===== config.mk =====
export PLATFORM = sky130hd
export DESIGN_NAME = uart_rx_os_flat
export DESIGN_NICKNAME = d
export VERILOG_FILES = /design/src/rtl/uart_rx_os_pkg.sv /design/src/rtl/uart_rx_os_if.sv /design/src/rtl/uart_rx_os_baud_tick.sv /design/src/rtl/uart_rx_os.sv /design/src/flat_wrapper.sv
export SDC_FILE = /design/constraint.sdc
export NUM_CORES = 1
export LEC_CHECK = 0
export BUFFER_PORTS_ARGS = -buffer_cell sky130_fd_sc_hd__buf_2
export CAP_MARGIN = 15
export CORE_ASPECT_RATIO = 1.75
export CORE_UTILIZATION = 25
export CTS_CLUSTER_SIZE = 8
export DETAILED_ROUTE_END_ITERATION = 8
export PLACE_DENSITY = 0.42
export SLEW_MARGIN = 20
export SYNTH_ARGS = -nofsm -noshare
export SYNTH_HDL_FRONTEND = slang
export SYNTH_HIERARCHICAL = 1
export SYNTH_SLANG_ARGS = --single-unit

===== constraint.sdc =====
create_clock -name clk -period 7.3 [get_ports clk]
set_input_delay 0.365 -clock clk [delete_from_list [all_inputs] [get_ports clk]]
set_output_delay 0.365 -clock clk [all_outputs]
set_load 0.01 [all_outputs]

===== src/rtl/uart_rx_os_pkg.sv =====
// Shared definitions for the oversampling UART receiver: parity-mode
// encodings, receiver FSM state type and a small parity helper.
package uart_pkg;

    localparam logic [1:0] PAR_NONE = 2'd0;
    localparam logic [1:0] PAR_EVEN = 2'd1;
    localparam logic [1:0] PAR_ODD  = 2'd2;

    typedef enum logic [2:0] {
        IDLE,
        START,
        DATA,
        PARITY,
        STOP1,
        STOP2,
        WAIT_HIGH
    } rx_state_t;

    // Mode 3 is treated the same as PAR_NONE.
    function automatic logic parity_enabled(input logic [1:0] mode);
        return (mode == PAR_EVEN) || (mode == PAR_ODD);
    endfunction

endpackage


===== src/rtl/uart_rx_os_if.sv =====
// Received-word handshake between the UART receiver (master) and its
// consumer (slave): word, flags, valid/ready and the overrun pulse.
interface uart_rx_os_if #(
    parameter int unsigned DATA_BITS = 8
);
    logic [DATA_BITS-1:0] data_out;
    logic                 data_valid;
    logic                 data_ready;
    logic                 parity_error;
    logic                 stopbit_error;
    logic                 overrun;

    modport master (
        output data_out,
        output data_valid,
        output parity_error,
        output stopbit_error,
        output overrun,
        input  data_ready
    );

    modport slave (
        input  data_out,
        input  data_valid,
        input  parity_error,
        input  stopbit_error,
        input  overrun,
        output data_ready
    );
endinterface


===== src/rtl/uart_rx_os_baud_tick.sv =====
// Oversampling tick generator: one-cycle tick every div+1 clocks.
// While clear is high the count is held at zero, so the first tick after
// clear drops arrives div+1 cycles after the last cleared cycle.
module uart_baud_tick (
    input  logic        clk,
    input  logic        rst,
    input  logic        clear,
    input  logic [15:0] div,
    output logic        tick
);

    logic [15:0] cnt;

    assign tick = !clear && (cnt == div);

    // Free-running divider counter, restarted by clear or on each tick.
    always_ff @(posedge clk or negedge rst) begin
        if (!rst) begin
            cnt <= '0;
        end else if (clear || tick) begin
            cnt <= '0;
        end else begin
            cnt <= cnt + 16'd1;
        end
    end

endmodule


===== src/rtl/uart_rx_os.sv =====
// Oversampling UART receiver: 2-flop synchroniser, restartable tick
// generator, frame FSM (start/data/parity/stop) and a one-deep output
// register with valid/ready handshake and overrun reporting.
module uart_rx_os
    import uart_pkg::*;
#(
    parameter int unsigned DATA_BITS  = 8,
    parameter int unsigned OVERSAMPLE = 16
) (
    input  logic               clk,
    input  logic               rst,
    input  logic [15:0]        baud_div,
    input  logic [1:0]         parity_mode,
    input  logic               two_stop,
    input  logic               rx_i,
    output logic               busy,
    uart_rx_os_if.master       rx_if
);

    localparam int unsigned OS_W  = $clog2(OVERSAMPLE);
    localparam int unsigned BIT_W = $clog2(DATA_BITS);
    localparam logic [OS_W-1:0]  OS_HALF  = OS_W'(OVERSAMPLE / 2 - 1);
    localparam logic [OS_W-1:0]  OS_LAST  = OS_W'(OVERSAMPLE - 1);
    localparam logic [BIT_W-1:0] BIT_LAST = BIT_W'(DATA_BITS - 1);

    logic                 rx_meta;
    logic                 rx_sync;
    rx_state_t            state;
    rx_state_t            state_n;
    logic [15:0]          div_q;
    logic [1:0]           pmode_q;
    logic                 two_stop_q;
    logic [OS_W-1:0]      os_cnt;
    logic [OS_W-1:0]      os_cnt_n;
    logic [BIT_W-1:0]     bit_cnt;
    logic [BIT_W-1:0]     bit_cnt_n;
    logic [DATA_BITS-1:0] shift_q;
    logic [DATA_BITS-1:0] shift_n;
    logic                 perr_q;
    logic                 perr_n;
    logic                 serr_q;
    logic                 serr_n;
    logic                 tick;
    logic                 bit_tick;
    logic                 start_det;
    logic                 frame_done;

    // Two-flop synchroniser for the asynchronous serial line; idles high.
    always_ff @(posedge clk or negedge rst) begin
        if (!rst) begin
            rx_meta <= 1'b1;
            rx_sync <= 1'b1;
        end else begin
            rx_meta <= rx_i;
            rx_sync <= rx_meta;
        end
    end

    uart_baud_tick u_tick (
        .clk   (clk),
        .rst   (rst),
        .clear (state == IDLE),
        .div   (div_q),
        .tick  (tick)
    );

    assign busy     = (state != IDLE);
    // Start bit is sampled at its middle; every later bit one full bit on.
    assign bit_tick = tick && (os_cnt == ((state == START) ? OS_HALF : OS_LAST));

    // Next-state logic: frame sequencing, shifting and error accumulation.
    always_comb begin
        state_n    = state;
        os_cnt_n   = os_cnt;
        bit_cnt_n  = bit_cnt;
        shift_n    = shift_q;
        perr_n     = perr_q;
        serr_n     = serr_q;
        start_det  = 1'b0;
        frame_done = 1'b0;

        if (tick) begin
            os_cnt_n = bit_tick ? '0 : os_cnt + 1'b1;
        end

        case (state)
            IDLE: begin
                os_cnt_n  = '0;
                bit_cnt_n = '0;
                perr_n    = 1'b0;
                serr_n    = 1'b0;
                if (!rx_sync) begin
                    start_det = 1'b1;
                    state_n   = START;
                end
            end
            START: begin
                if (bit_tick) begin
                    state_n = rx_sync ? IDLE : DATA;
                end
            end
            DATA: begin
                if (bit_tick) begin
                    shift_n = {rx_sync, shift_q[DATA_BITS-1:1]};
                    if (bit_cnt == BIT_LAST) begin
                        bit_cnt_n = '0;
                        state_n   = parity_enabled(pmode_q) ? PARITY : STOP1;
                    end else begin
                        bit_cnt_n = bit_cnt + 1'b1;
                    end
                end
            end
            PARITY: begin
                if (bit_tick) begin
                    if (pmode_q == PAR_ODD) begin
                        perr_n = ~((^shift_q) ^ rx_sync);
                    end else begin
                        perr_n = (^shift_q) ^ rx_sync;
                    end
                    state_n = STOP1;
                end
            end
            STOP1: begin
                if (bit_tick) begin
                    serr_n = serr_q | ~rx_sync;
                    if (two_stop_q) begin
                        state_n = STOP2;
                    end else begin
                        frame_done = 1'b1;
                        state_n    = rx_sync ? IDLE : WAIT_HIGH;
                    end
                end
            end
            STOP2: begin
                if (bit_tick) begin
                    serr_n     = serr_q | ~rx_sync;
                    frame_done = 1'b1;
                    state_n    = rx_sync ? IDLE : WAIT_HIGH;
                end
            end
            WAIT_HIGH: begin
                if (rx_sync) begin
                    state_n = IDLE;
                end
            end
            default: begin
                state_n = IDLE;
            end
        endcase
    end

    // FSM state, per-frame datapath and frame configuration latched at start.
    always_ff @(posedge clk or negedge rst) begin
        if (!rst) begin
            state      <= IDLE;
            os_cnt     <= '0;
            bit_cnt    <= '0;
            shift_q    <= '0;
            perr_q     <= 1'b0;
            serr_q     <= 1'b0;
            div_q      <= '0;
            pmode_q    <= PAR_NONE;
            two_stop_q <= 1'b0;
        end else begin
            state   <= state_n;
            os_cnt  <= os_cnt_n;
            bit_cnt <= bit_cnt_n;
            shift_q <= shift_n;
            perr_q  <= perr_n;
            serr_q  <= serr_n;
            if (start_det) begin
                div_q      <= baud_div;
                pmode_q    <= parity_mode;
                two_stop_q <= two_stop;
            end
        end
    end

    // Output holding register: load when free or being drained, else drop
    // the frame and pulse overrun; a load wins over a same-cycle drain.
    always_ff @(posedge clk or negedge rst) begin
        if (!rst) begin
            rx_if.data_out      <= '0;
            rx_if.data_valid    <= 1'b0;
            rx_if.parity_error  <= 1'b0;
            rx_if.stopbit_error <= 1'b0;
            rx_if.overrun       <= 1'b0;
        end else begin
            rx_if.overrun <= 1'b0;
            if (frame_done) begin
                if (!rx_if.data_valid || rx_if.data_ready) begin
                    rx_if.data_out      <= shift_q;
                    rx_if.parity_error  <= perr_q;
                    rx_if.stopbit_error <= serr_n;
                    rx_if.data_valid    <= 1'b1;
                end else begin
                    rx_if.overrun <= 1'b1;
                end
            end else if (rx_if.data_valid && rx_if.data_ready) begin
                rx_if.data_valid <= 1'b0;
            end
        end
    end

endmodule


===== src/flat_wrapper.sv =====
// flat-port wrapper written by rule: the top's interface ports become plain ports
module uart_rx_os_flat import uart_pkg::*;
#(
    parameter int unsigned DATA_BITS  = 8,
    parameter int unsigned OVERSAMPLE = 16
)
  (clk, rst, baud_div, parity_mode, two_stop, rx_i, busy, rx_if_data_out, rx_if_data_valid, rx_if_parity_error, rx_if_stopbit_error, rx_if_overrun, rx_if_data_ready);
  uart_rx_os_if #(.DATA_BITS(DATA_BITS)) rx_if_i ();
  input  logic clk;
  input  logic rst;
  input  logic [15:0] baud_div;
  input  logic [1:0] parity_mode;
  input  logic two_stop;
  input  logic rx_i;
  output logic busy;
  output wire logic [$bits(rx_if_i.data_out)-1:0] rx_if_data_out;
  output wire logic [$bits(rx_if_i.data_valid)-1:0] rx_if_data_valid;
  output wire logic [$bits(rx_if_i.parity_error)-1:0] rx_if_parity_error;
  output wire logic [$bits(rx_if_i.stopbit_error)-1:0] rx_if_stopbit_error;
  output wire logic [$bits(rx_if_i.overrun)-1:0] rx_if_overrun;
  input wire logic [$bits(rx_if_i.data_ready)-1:0] rx_if_data_ready;
  assign rx_if_data_out = rx_if_i.data_out;
  assign rx_if_data_valid = rx_if_i.data_valid;
  assign rx_if_parity_error = rx_if_i.parity_error;
  assign rx_if_stopbit_error = rx_if_i.stopbit_error;
  assign rx_if_overrun = rx_if_i.overrun;
  assign rx_if_i.data_ready = rx_if_data_ready;
  uart_rx_os #(.DATA_BITS(DATA_BITS), .OVERSAMPLE(OVERSAMPLE)) u_core (.clk(clk), .rst(rst), .baud_div(baud_div), .parity_mode(parity_mode), .two_stop(two_stop), .rx_i(rx_i), .busy(busy), .rx_if(rx_if_i));
endmodule

==> out/results.tsv <==
metric	value	unit
run_status	completed	
cts.htree.levels	3	
post_cts_buffers	0	
max_freq	308	MHz
wire_per_inst	14.0	um
syn2layout_area_growth	18.6	%
ctsHoldBuffers	0	
clkTransAtPathRegs	0.06	ns
power.total	946	uW
period_share	44.5	%
powerDensity	235	nW/um2
grt_usage	10.9	%
worstMarginPinSlew	0.898	ns
async_flop_share	100	%
viasPerCell	4.44	
p_leak	1.86	nW
grt.overflow.total	0	
ys_ff_latch	69	
clkLatencyLatePin	0.33	ns
grt_pass1_vias	2340	
final_cell_mix	dfrtp_1, buf_2, mux2_2	
max_slew_margin	40.1	%
drt-initial-drc-count	93	
io_buffers	35	
syn_inst	283	
min_period	3.25	ns
drv_slew	0	
required	7.51	ns
yosys_warnings	6	
cap_violations	0	
synth_cell_type_count	53	
final_common_cell	dfrtp_1	
cp-end-kind	register	
coreArea	13300	um2
syn_area_per_cell	12.0	um2
io_pins	36	
drc_errors	0	
cts_sinks	69	
die_area	14100	um2
finalClockSkew	0.00544	ns
cts_tree	yes	
hpwlAfterDp	5000	um
cts_resized	0	
cp_max_fo	10	
grt_pass1_wl	11700	um
die_h	156	um
root_buffer	clkbuf_16	
setup_viol	0	
drive_gt1_share	30.8	%
die_w	90.1	um
cts_buffers	9	
synth-edff-count	0	
startpoint_type	register	
grt_max_degree	70	
finalHoldViolCount	0	
ir_drop	0.000147	V
antenna_cells	0	
drtPass1Iterations	4	
critPathKind	reg -> reg	
hold_class	in -> reg	
fillers	1429	
yosysSeqAreaShare	50.9	%
synthFlopType	dfrtp_1	
final.setup.tns	0	ns
ant_nets	0	
arrival	3.46	ns
clk_path_buf_depth	2	
fin_nets	348	
syn_area	3400	um2
antenna_found_initial	0	
rsz0062_at_grt	no	
route.vias.total	2218	
rows	56	
place.gp.congestion	0.763	
drt-total-wl	6960	um
initial_core_util	25.5	%
synth_nets	311	
synth_stat cells, types with 2 or more instances:
cell type	n	area (um2)
a21oi_1	4	20.0
a32o_1	2	20.0
and3_1	2	12.5
buf_4	3	22.5
buf_6	4	45.0
dfrtp_1	67	1680
dfstp_2	2	52.6
ha_1	5	62.6
inv_1	8	30.0
mux2_1	3	33.8
mux2_2	34	383
nand2_1	12	45.0
nand2b_1	6	37.5
nand3_1	6	30.0
nand4_1	4	25.0
nor2_1	25	93.8
nor2b_1	3	18.8
nor3_1	6	30.0
nor4_1	8	50.1
o21ai_0	8	40.0
xnor2_1	21	184
xor2_1	19	166
metal layers:
layer  track usage (%)  vias to the layer above  wire (um)
li1                  -                     1066          -
met4              5.61                        0        174
met5                 0                        -          0
met2              19.8                       39       3770
met1              11.5                     1100       2830
met3              2.63                       13        183
cell families (layout without fill, tap and decap cells):
| kind of cell | count (synthesis) | after routing | synth area share (%) |
|---|---|---|---|
| xor+xnor | 41 | 41 | 11.0 |
| buf+inv | 19 | 61 | 3.79 |
| simple gates | 84 | 84 | 14.3 |
| mux | 38 | 38 | 12.6 |
| compound gates | 27 | 27 | 5.64 |
| fa+ha+maj | 5 | 5 | 1.84 |
| flops | 69 | 69 | 50.9 |
path summary, 6_finish.rpt:
check / from / end / slack (ns) / depth (start not counted)
worst max register to register: u_core/u_tick/cnt[8] / u_core/rx_if.data_out[5] / 4.05 / 8
max in group asynchronous: rst / u_core/state[0] / 6.46 / 2
worst min register to register: u_core/rx_meta / u_core/rx_sync / 0.35 / 0
worst min-delay path: rx_i / u_core/rx_meta / 0.14 / 1
min in group asynchronous: rst / u_core/rx_if.overrun / 0.25 / 2
worst max-delay path: u_core/u_tick/cnt[8] / u_core/rx_if.data_out[5] / 4.05 / 8
through the flow:
stage / cells / instance area (um2) / setup slack, ns / utilization, % / hold WS, ns
global route: 499 / 4030 / 3.76 / 30.3 / 0.123
global placement: 483 / 3700 / 3.93 / 27.8 / 0.347
floorplan: 283 / 3400 / 4.97 / - / 0.0694
finish: 499 / 4030 / 4.05 / 30.3 / 0.137
detailed placement: 483 / 3700 / 3.94 / 27.8 / 0.349
CTS: 499 / 4030 / 3.92 / 30.3 / 0.122
state kept, by name (all words and copies together), names as in the netlist, 2 cells and up:
register               cells
u_core/div_q              16
u_core/state               3
u_core/pmode_q             2
u_core/bit_cnt             3
u_core/u_tick/cnt         16
u_core/rx_if.data_out      8
u_core/shift_q             8
u_core/os_cnt              4
area by class of cell:
type	count	area [um2]	share of cell area, %
inverters	9	36.3	0.901
multi-input cells	195	1540	38.2
clock inverters	6	86.3	2.14
flip-flops and latches	69	1730	42.9
repair buffers	36	183	4.53
well taps	174	218	5.40
clock buffers	10	239	5.93
worst max-delay path: stages (launching register included):
cell,delay [ns]
dfrtp_1,0.45
xor2_1,0.19
nor4_1,0.54
nand4_1,0.15
nor2_1,0.45
and4_4,0.36
nand4_4,0.12
nor2b_2,0.47
mux2_2,0.40
power by group:
part | internal [mW] | switching, mW
sequential | 0.399 | 0.0213
combinational | 0.0259 | 0.0325
clock | 0.307 | 0.160
Power figures use the tool's default switching activity.
